==> config.mk <==
export PLATFORM = sky130hd
export DESIGN_NAME = fifo_nibble_packer_flat
export DESIGN_NICKNAME = d
export VERILOG_FILES = /design/src/rtl/fifo_nibble_packer_if.sv /design/src/rtl/fifo_nibble_packer.sv /design/src/flat_wrapper.sv
export SDC_FILE = /design/constraint.sdc
export NUM_CORES = 1
export LEC_CHECK = 0
export BUFFER_PORTS_ARGS = -buffer_cell sky130_fd_sc_hd__buf_2
export CAP_MARGIN = 20
export CORE_MARGIN = 10
export CORE_UTILIZATION = 56
export CTS_BUF_LIST = sky130_fd_sc_hd__clkbuf_8
export DETAILED_ROUTE_END_ITERATION = 7
export HOLD_SLACK_MARGIN = 0.08
export PLACE_DENSITY = 0.91
export REMOVE_ABC_BUFFERS = 1
export SKIP_CTS_REPAIR_TIMING = 1
export SLEW_MARGIN = 20
export SYNTH_ARGS = -nofsm -noshare
export SYNTH_HDL_FRONTEND = slang
export SYNTH_SLANG_ARGS = --single-unit
==> constraint.sdc <==
create_clock -name clk -period 4.15 [get_ports clk]
set_input_delay 0 -clock clk [delete_from_list [all_inputs] [get_ports clk]]
set_output_delay 0 -clock clk [all_outputs]
set_load 0.1 [all_outputs]
==> src/rtl/fifo_nibble_packer_if.sv <==
// Read-port and byte-output bundle for the nibble packer.
// The master modport is the packer; the slave modport is the FIFO/consumer environment.
interface fifo_nibble_packer_if #(
    parameter int DATA_WIDTH = 4
);
    logic                      fifo_empty;
    logic [DATA_WIDTH-1:0]     fifo_rdata;
    logic                      fifo_rinc;
    logic [2*DATA_WIDTH-1:0]   out_data;
    logic                      out_valid;
    logic                      out_ready;
    logic                      out_partial;
    logic [7:0]                byte_count;
    logic                      busy;

    modport master (
        input  fifo_empty,
        input  fifo_rdata,
        input  out_ready,
        output fifo_rinc,
        output out_data,
        output out_valid,
        output out_partial,
        output byte_count,
        output busy
    );

    modport slave (
        output fifo_empty,
        output fifo_rdata,
        output out_ready,
        input  fifo_rinc,
        input  out_data,
        input  out_valid,
        input  out_partial,
        input  byte_count,
        input  busy
    );
endinterface

==> src/rtl/fifo_nibble_packer.sv <==
// Drains nibbles from the async FIFO read port and packs pairs into bytes, low nibble first.
// A half-filled byte is flushed as a flagged partial byte once the FIFO stays dry long enough.
module fifo_nibble_packer #(
    parameter int DATA_WIDTH   = 4,
    parameter int FLUSH_CYCLES = 16
) (
    input  logic                 clk,
    input  logic                 rst,
    fifo_nibble_packer_if.master bus
);
    localparam int BYTE_W = 2 * DATA_WIDTH;
    localparam int CNT_W  = (FLUSH_CYCLES > 0) ? $clog2(FLUSH_CYCLES + 1) : 1;
    localparam bit FLUSH_EN = (FLUSH_CYCLES != 0);
    localparam logic [CNT_W-1:0] FLUSH_LAST = (FLUSH_CYCLES > 0) ? CNT_W'(FLUSH_CYCLES - 1) : '0;

    typedef enum logic [2:0] {
        ST_LO,
        ST_LO_CAP,
        ST_HI,
        ST_HI_CAP,
        ST_OUT
    } state_t;

    state_t                  state_q, state_d;
    logic [DATA_WIDTH-1:0]   lo_q, lo_d;
    logic [CNT_W-1:0]        flush_cnt_q, flush_cnt_d;
    logic [BYTE_W-1:0]       out_data_q, out_data_d;
    logic                    out_partial_q, out_partial_d;
    logic                    out_valid_q, out_valid_d;
    logic                    busy_q, busy_d;
    logic [7:0]              byte_count_q, byte_count_d;
    logic                    pop;

    always_comb begin
        state_d       = state_q;
        lo_d          = lo_q;
        flush_cnt_d   = flush_cnt_q;
        out_data_d    = out_data_q;
        out_partial_d = out_partial_q;
        byte_count_d  = byte_count_q;
        pop           = 1'b0;

        case (state_q)
            ST_LO: begin
                if (!bus.fifo_empty) begin
                    pop     = 1'b1;
                    state_d = ST_LO_CAP;
                end
            end
            ST_LO_CAP: begin
                lo_d        = bus.fifo_rdata;
                flush_cnt_d = '0;
                state_d     = ST_HI;
            end
            // A nibble arriving on the flush cycle wins over the flush.
            ST_HI: begin
                if (!bus.fifo_empty) begin
                    pop     = 1'b1;
                    state_d = ST_HI_CAP;
                end else if (FLUSH_EN && (flush_cnt_q == FLUSH_LAST)) begin
                    out_data_d    = {{DATA_WIDTH{1'b0}}, lo_q};
                    out_partial_d = 1'b1;
                    state_d       = ST_OUT;
                end else if (FLUSH_EN) begin
                    flush_cnt_d = flush_cnt_q + 1'b1;
                end
            end
            ST_HI_CAP: begin
                out_data_d    = {bus.fifo_rdata, lo_q};
                out_partial_d = 1'b0;
                state_d       = ST_OUT;
            end
            ST_OUT: begin
                if (bus.out_ready) begin
                    byte_count_d = byte_count_q + 8'd1;
                    state_d      = ST_LO;
                end
            end
            default: begin
                state_d = ST_LO;
            end
        endcase

        out_valid_d = (state_d == ST_OUT);
        busy_d      = (state_d != ST_LO);
    end

    always_ff @(posedge clk) begin
        if (rst) begin
            state_q       <= ST_LO;
            lo_q          <= '0;
            flush_cnt_q   <= '0;
            out_data_q    <= '0;
            out_partial_q <= 1'b0;
            out_valid_q   <= 1'b0;
            busy_q        <= 1'b0;
            byte_count_q  <= 8'd0;
        end else begin
            state_q       <= state_d;
            lo_q          <= lo_d;
            flush_cnt_q   <= flush_cnt_d;
            out_data_q    <= out_data_d;
            out_partial_q <= out_partial_d;
            out_valid_q   <= out_valid_d;
            busy_q        <= busy_d;
            byte_count_q  <= byte_count_d;
        end
    end

    // The pop strobe is masked by reset so the FIFO never loses a word to a discarded capture.
    assign bus.fifo_rinc   = pop && !rst;
    assign bus.out_data    = out_data_q;
    assign bus.out_valid   = out_valid_q;
    assign bus.out_partial = out_partial_q;
    assign bus.byte_count  = byte_count_q;
    assign bus.busy        = busy_q;

endmodule

==> src/flat_wrapper.sv <==
// flat-port wrapper written by rule: the top's interface ports become plain ports
module fifo_nibble_packer_flat 
#(
    parameter int DATA_WIDTH   = 4,
    parameter int FLUSH_CYCLES = 16
)
  (clk, rst, bus_fifo_empty, bus_fifo_rdata, bus_out_ready, bus_fifo_rinc, bus_out_data, bus_out_valid, bus_out_partial, bus_byte_count, bus_busy);
  fifo_nibble_packer_if #(.DATA_WIDTH(DATA_WIDTH)) bus_i ();
  input  logic clk;
  input  logic rst;
  input wire logic [$bits(bus_i.fifo_empty)-1:0] bus_fifo_empty;
  input wire logic [$bits(bus_i.fifo_rdata)-1:0] bus_fifo_rdata;
  input wire logic [$bits(bus_i.out_ready)-1:0] bus_out_ready;
  output wire logic [$bits(bus_i.fifo_rinc)-1:0] bus_fifo_rinc;
  output wire logic [$bits(bus_i.out_data)-1:0] bus_out_data;
  output wire logic [$bits(bus_i.out_valid)-1:0] bus_out_valid;
  output wire logic [$bits(bus_i.out_partial)-1:0] bus_out_partial;
  output wire logic [$bits(bus_i.byte_count)-1:0] bus_byte_count;
  output wire logic [$bits(bus_i.busy)-1:0] bus_busy;
  assign bus_i.fifo_empty = bus_fifo_empty;
  assign bus_i.fifo_rdata = bus_fifo_rdata;
  assign bus_i.out_ready = bus_out_ready;
  assign bus_fifo_rinc = bus_i.fifo_rinc;
  assign bus_out_data = bus_i.out_data;
  assign bus_out_valid = bus_i.out_valid;
  assign bus_out_partial = bus_i.out_partial;
  assign bus_byte_count = bus_i.byte_count;
  assign bus_busy = bus_i.busy;
  fifo_nibble_packer #(.DATA_WIDTH(DATA_WIDTH), .FLUSH_CYCLES(FLUSH_CYCLES)) u_core (.clk(clk), .rst(rst), .bus(bus_i));
endmodule
==> metrics.md, run 1 <==
| Metric | Value |
|---|---|
| Max-slew violation total from the final report | `0` |
| Final setup violation count | `0` |
| WL per Instance | `15.9 um` |
| Final-report hold violation count | `0` |
| CTS tree | `yes` |
| Normalized max-slew margin | `58.7%` |
| Number of ports placed on the die boundary | `28` |
| Cell variety after synth | `36` |
| Total of flip-flops plus latches after synthesis | `31` |
| Max Fclk | `0.510 GHz` |
| Peak VDD IR | `0.348 mV` |
| Place WS | `2230 ps` |
| Clock-pin slew on the worst setup and hold paths | `70 ps` |
| Most Frequent Cell on Critical Path | `sky130_fd_sc_hd__ha_1` |
| Ant. Diodes | `0` |
| Post-synthesis average cell area | `8.83 um2` |
| Initial DRC Count | `126` |
| Via count of the first global-routing pass | `1186` |
| Number of flops mapped to enable cells by yosys | `0` |
| Aggregate global routing overflow | `0` |
| Req. time, crit path | `4330 ps` |
| Worst-path fanout max | `9` |
| Vias per cell | `6.00` |
| Main combinational cell family by area after synthesis | `simple AND/OR/NAND/NOR gates` |
| Worst-Margin Slew | `618 ps` |
| Post-synthesis share of cell area spent on xor and xnor gates | `0.644%` |
| Post-Syn Area | `1360 um2` |
| CTS Buf Count | `5` |
| Slack of the critical path | `2190 ps` |
| Gpl congestion | `0.801` |
| Clk root buf | `sky130_fd_sc_hd__clkbuf_8` |
| Die area | `4800 um2` |
| Top cells by area, synth | `sky130_fd_sc_hd__dfxtp_1, sky130_fd_sc_hd__a21oi_1, sky130_fd_sc_hd__o21ai_0` |
| Path class of the lowest-slack min-delay path | `in2reg` |
| Cell type of the slowest stage on the worst timing path | `sky130_fd_sc_hd__a21oi_1` |
| IO buf count | `27` |
| Share of final-layout standard cells stronger than drive strength 1 | `19.9%` |
| Simple-gate portion of the synthesized area | `23.1%` |
| Initial standard-cell utilization of the core | `60.3%` |
| Share of the core filled with cells | `73.6%` |
| RSZ-0062 raised after global routing | `no` |
| Compound-Gate Fraction of Synth Area | `20.1%` |
| Leakage power total | `0.670 nW` |
| Global Route Usage Sum | `13.6%` |
| Total detailed-routing wirelength | `3390 um` |
| CP cell instances | `ha_1 > and3_1 > ha_1 > a21oi_1 > o22ai_1 > o211a_1` |
| Cells after synthesis | `154` |
| Register-to-register setup slack | `2190 ps` |
| Die X-Extent | `69.3 um` |
| Clock network latency to the later pin of the worst-skew pair | `290 ps` |
| Async set-or-reset flop fraction in the synthesized netlist | `0%` |
| Floorplan core area | `2250 um2` |
| Worst setup path class | `reg2reg` |
| Number of iterations in the first detailed-routing pass | `4` |
| Largest net degree at the start of global routing | `32` |
| Max-capacitance violation count | `0` |
| CTS sink count | `31` |
| Die Height | `69.3 um` |
| Share of the cycle needed by the critical path after routing | `47.2%` |
| DPL Wire Length | `2390 um` |
| Dominant cell by count in the synthesized netlist | `sky130_fd_sc_hd__dfxtp_1` |
| Deepest level of the CTS H-tree | `2` |
| Total chip power | `674 uW` |
| Post-synthesis cell type with the largest combined area | `sky130_fd_sc_hd__dfxtp_1` |
| CTS Buffer Depth | `2` |
| Min cycle time layout | `1960 ps` |
| Area share of the largest cell type after synthesis | `45.6%` |
| Initial antenna violation count | `0` |
| Final setup skew | `3.57 ps` |
| Relative area change from synthesis to final layout | `22.0%` |
| First-pass GRT wire length | `5490 um` |
| Overall via count from detail_route | `1283` |
| Sequential cell area fraction in the yosys report | `45.6%` |
| Final-layout setup total negative slack | `0 ps` |
| Warning count from the yosys run | `0` |
| Fraction of the mapped netlist area in adder cells | `2.76%` |
| Total Nets Final | `196` |
| Startpoint type of the worst setup path | `flop` |
| Ratio of total power to cell area | `406 nW/um2` |
| Delay of the slowest cell on the worst path | `520 ps` |
| Run status | `finished clean` |
| CP Capture Type | `flop` |
| Arr. time, crit path | `2140 ps` |
| Most used standard cells in the synthesized netlist | `sky130_fd_sc_hd__dfxtp_1, sky130_fd_sc_hd__a21oi_1, sky130_fd_sc_hd__nand2_1` |
| Floorplan row count | `17` |
| Post-route antenna net violation count | `0` |
| WHS | `175 ps` |
| Multiplexer area fraction after synthesis | `2.21%` |
| Most instantiated flip-flop cell in the synthesis netlist | `sky130_fd_sc_hd__dfxtp_1` |
| DRC | `0` |
## power breakdown
group / switching [mW] / leakage (nW) / internal (mW)
sequential: 0.00637 / 0.251 / 0.303
combinational: 0.0409 / 0.358 / 0.0179
clock: 0.112 / 0.0612 / 0.194
## kinds of logic (layout without fill, tap and decap cells)
group                      Yosys count  count (layout)
xor gates and xnor gates             1               1
DFF                                 31              31
AOI/OAI and AO/OA                   47              47
adders and majority gates            3               3
and+or+nand+nor                     53              53
muxes                                3               3
buffers and inverters               16              48
## layout by cell type (no fill, tap or decap), types with 2 or more instances in the layout
cell type / n
sky130_fd_sc_hd__o211a_1: 2
sky130_fd_sc_hd__nand3_1: 10
sky130_fd_sc_hd__o22ai_1: 2
sky130_fd_sc_hd__nor2_1: 3
sky130_fd_sc_hd__nand4_1: 2
sky130_fd_sc_hd__a21oi_1: 22
sky130_fd_sc_hd__o31ai_1: 3
sky130_fd_sc_hd__nand2_1: 14
sky130_fd_sc_hd__o32ai_1: 2
sky130_fd_sc_hd__a211oi_1: 2
sky130_fd_sc_hd__or3_1: 6
sky130_fd_sc_hd__ha_1: 3
sky130_fd_sc_hd__nor4_1: 2
sky130_fd_sc_hd__mux2i_1: 3
sky130_fd_sc_hd__inv_1: 7
sky130_fd_sc_hd__dfxtp_1: 31
sky130_fd_sc_hd__buf_2: 27
sky130_fd_sc_hd__or4_1: 3
sky130_fd_sc_hd__nand2b_1: 3
sky130_fd_sc_hd__clkbuf_8: 6
sky130_fd_sc_hd__o21ai_0: 11
sky130_fd_sc_hd__nand3b_1: 2
sky130_fd_sc_hd__a21o_1: 2
sky130_fd_sc_hd__dlygate4sd3_1: 6
## worst paths after layout
check | start | to | depth (start not counted)
worst max-delay path | u_core.flush_cnt_q[0] | u_core.state_q[2] | 6
worst min-delay path | rst | u_core.bus.byte_count[0] | 2
worst max register to register | u_core.flush_cnt_q[0] | u_core.state_q[2] | 6
worst min register to register | u_core.lo_q[2] | u_core.lo_q[2] | 2
## area by class of cell
class	instances	area, um2
multi-input cells	107	664
flip-flops and latches	31	621
clock buffers	6	82.6
fillers	173	596
clock inverters	2	35.0
repair buffers	33	195
well taps	28	35.0
inverters	7	26.3
## critical path, delay by kind of cell, from the launching register on
| kind | cells | cell delay [ps] |
|---|---|---|
| AO/OA/AOI/OAI | 3 | 890 |
| adder cells (fa/ha/maj) | 2 | 440 |
| flip-flops | 1 | 340 |
| AND/OR/NAND/NOR | 1 | 180 |
## state kept, by name (all words and copies together) (netlist names)
| signal | flops |
|---|---|
| u_core.bus.out_valid | 1 |
| u_core.flush_cnt_q | 5 |
| u_core.bus.out_data | 8 |
| u_core.bus.out_partial | 1 |
| u_core.bus.byte_count | 8 |
| u_core.bus.busy | 1 |
| u_core.lo_q | 4 |
| u_core.state_q | 3 |
## layer usage
metal,routed length (um),track usage [%]
met3,291,7.28
met5,0,0
met1,1360,14.1
met2,1700,23.2
met4,43,3.99
## metrics by stage
stage               cells  cell area [um2]
finish                214             1660
global route          214             1660
floorplan             145             1310
CTS                   208             1600
global placement      200             1480
detailed placement    200             1480
(Power assumes the default switching activity.)
==> run 2: changes to the inputs <==
==> constraint.sdc (replaced) <==
create_clock -name clk -period 1.9 [get_ports clk]
set_input_delay 0 -clock clk [delete_from_list [all_inputs] [get_ports clk]]
set_output_delay 0 -clock clk [all_outputs]
set_load 0.1 [all_outputs]
==> metrics.md, run 2 (synthesis results as in run 1) <==
| Metric | Value |
|---|---|
| Run status | `finished clean` |
| CTS Buffer Depth | `2` |
| Area of the multi-input gates | `693 um2` |
| Ratio of total power to cell area | `795 nW/um2` |
| Largest net degree at the start of global routing | `32` |
| Share of the core filled with cells | `73.8%` |
| Peak VDD IR | `0.660 mV` |
| Initial standard-cell utilization of the core | `60.3%` |
| CP Capture Type | `flop` |
| Req. time, crit path | `2120 ps` |
| Leakage power total | `0.657 nW` |
| Overall via count from detail_route | `1281` |
| Worst setup path class | `reg2reg` |
| Relative area change from synthesis to final layout | `22.4%` |
| Normalized max-slew margin | `63.1%` |
| Most frequent cells in the layout | `sky130_fd_sc_hd__dfxtp_1, sky130_fd_sc_hd__buf_2, sky130_fd_sc_hd__a21oi_1, sky130_fd_sc_hd__nand2_1, sky130_fd_sc_hd__o21ai_0` |
| Final-layout fill cell count | `186` |
| WL per Instance | `16.1 um` |
| Clock network latency to the later pin of the worst-skew pair | `290 ps` |
| Share of the cycle needed by the critical path after routing | `94.6%` |
| Gpl congestion | `0.796` |
| Final setup violation count | `0` |
| CTS Buf Count | `5` |
| Final-report hold violation count | `0` |
| DRC | `0` |
| Final setup skew | `6.29 ps` |
| Most frequent standard cell in the layout excluding fill and tap cells | `sky130_fd_sc_hd__dfxtp_1` |
| Floorplan row count | `17` |
| Via count of the first global-routing pass | `1229` |
| Arr. time, crit path | `2010 ps` |
| First-pass GRT wire length | `5550 um` |
| Max-capacitance violation count | `0` |
| Initial DRC Count | `116` |
| CTS sink count | `31` |
| Number of iterations in the first detailed-routing pass | `4` |
| Global Route Usage Sum | `13.7%` |
| DPL Wire Length | `2380 um` |
| Floorplan core area | `2250 um2` |
| Path class of the lowest-slack min-delay path | `in2reg` |
| Worst-path fanout max | `5` |
| Die X-Extent | `69.3 um` |
| Min cycle time layout | `1800 ps` |
| IO buf count | `27` |
| Sequential cell area | `621 um2` |
| Die area | `4800 um2` |
| # placed instances | `202` |
| Total Nets Final | `197` |
| Share of final-layout standard cells stronger than drive strength 1 | `23.0%` |
| Total detailed-routing wirelength | `3450 um` |
| Startpoint type of the worst setup path | `flop` |
| Clock-pin slew on the worst setup and hold paths | `70 ps` |
| Initial antenna violation count | `0` |
| Worst-Margin Slew | `554 ps` |
| Final std cell area, no fill | `1660 um2` |
| Post-route antenna net violation count | `0` |
| CTS tree | `yes` |
| Max Fclk | `0.557 GHz` |
| Ant. Diodes | `0` |
| Aggregate global routing overflow | `0` |
| RSZ-0062 raised after global routing | `no` |
| Number of ports placed on the die boundary | `28` |
| Max-slew violation total from the final report | `0` |
| Cell Count, Final, Fillers Out | `215` |
| Vias per cell | `5.96` |
| Deepest level of the CTS H-tree | `2` |
| Final-layout setup total negative slack | `0 ps` |
| Die Height | `69.3 um` |
| Placed Area | `1500 um2` |
| Total chip power | `1.32 mW` |
| Clk root buf | `sky130_fd_sc_hd__clkbuf_8` |
-- run 2: cell types whose count changed in the layout (fill, tap and decap cells not counted), sizes merged --
cell and delta:
buf +2, clkinvlp +2, bufinv -1, clkbuf -1, dlygate4sd3 -1
-- run 2: layout make-up --
cell class                      instances  share of cell area, %
Timing Repair Buffer                   34                   12.0
Inverter                                7                   1.58
Clock inverter                          3                   1.20
Clock buffer                            5                   4.14
Multi-Input combinational cell        107                   41.7
Tap cell                               28                   2.11
Sequential cell                        31                   37.3
-- run 2: critical path, cell delays in order (launching register included) --
cell	delay, ps
sky130_fd_sc_hd__dfxtp_1	340
sky130_fd_sc_hd__ha_1	220
sky130_fd_sc_hd__and3_1	190
sky130_fd_sc_hd__ha_2	200
sky130_fd_sc_hd__nand4bb_4	260
sky130_fd_sc_hd__or3_4	370
sky130_fd_sc_hd__o22ai_1	150
-- run 2: metrics by stage --
step	setup WS, ps	hold WS (ps)
after floorplan	-1430	69.1
after global placement	135	261
after CTS	31.3	-44.2
after global routing	17.2	106
final	103	76.4
after detailed placement	60.9	263
-- run 2: layer usage --
metal / vias up / routed length (um) / global-route usage, %
met1: 613 / 1460 / 14.5
met5: - / 0 / 0
met4: 0 / 26 / 5.10
li1: 623 / - / -
met2: 43 / 1750 / 22.9
met3: 2 / 217 / 6.42
-- run 2: worst paths after layout --
path,from,to,slack [ps],cells past startpoint
hold / removal,bus_out_ready,u_core.bus.busy,80,3
setup reg to reg,u_core.flush_cnt_q[0],u_core.flush_cnt_q[0],100,6
hold reg to reg,u_core.lo_q[2],u_core.lo_q[2],460,2
setup / recovery,u_core.flush_cnt_q[0],u_core.flush_cnt_q[0],100,6
-- run 2: where the power goes --
part | switching (mW) | total (mW) | internal, mW
clock network | 0.258 | 0.513 | 0.254
registers | 0.0141 | 0.676 | 0.662
logic | 0.0921 | 0.134 | 0.0419
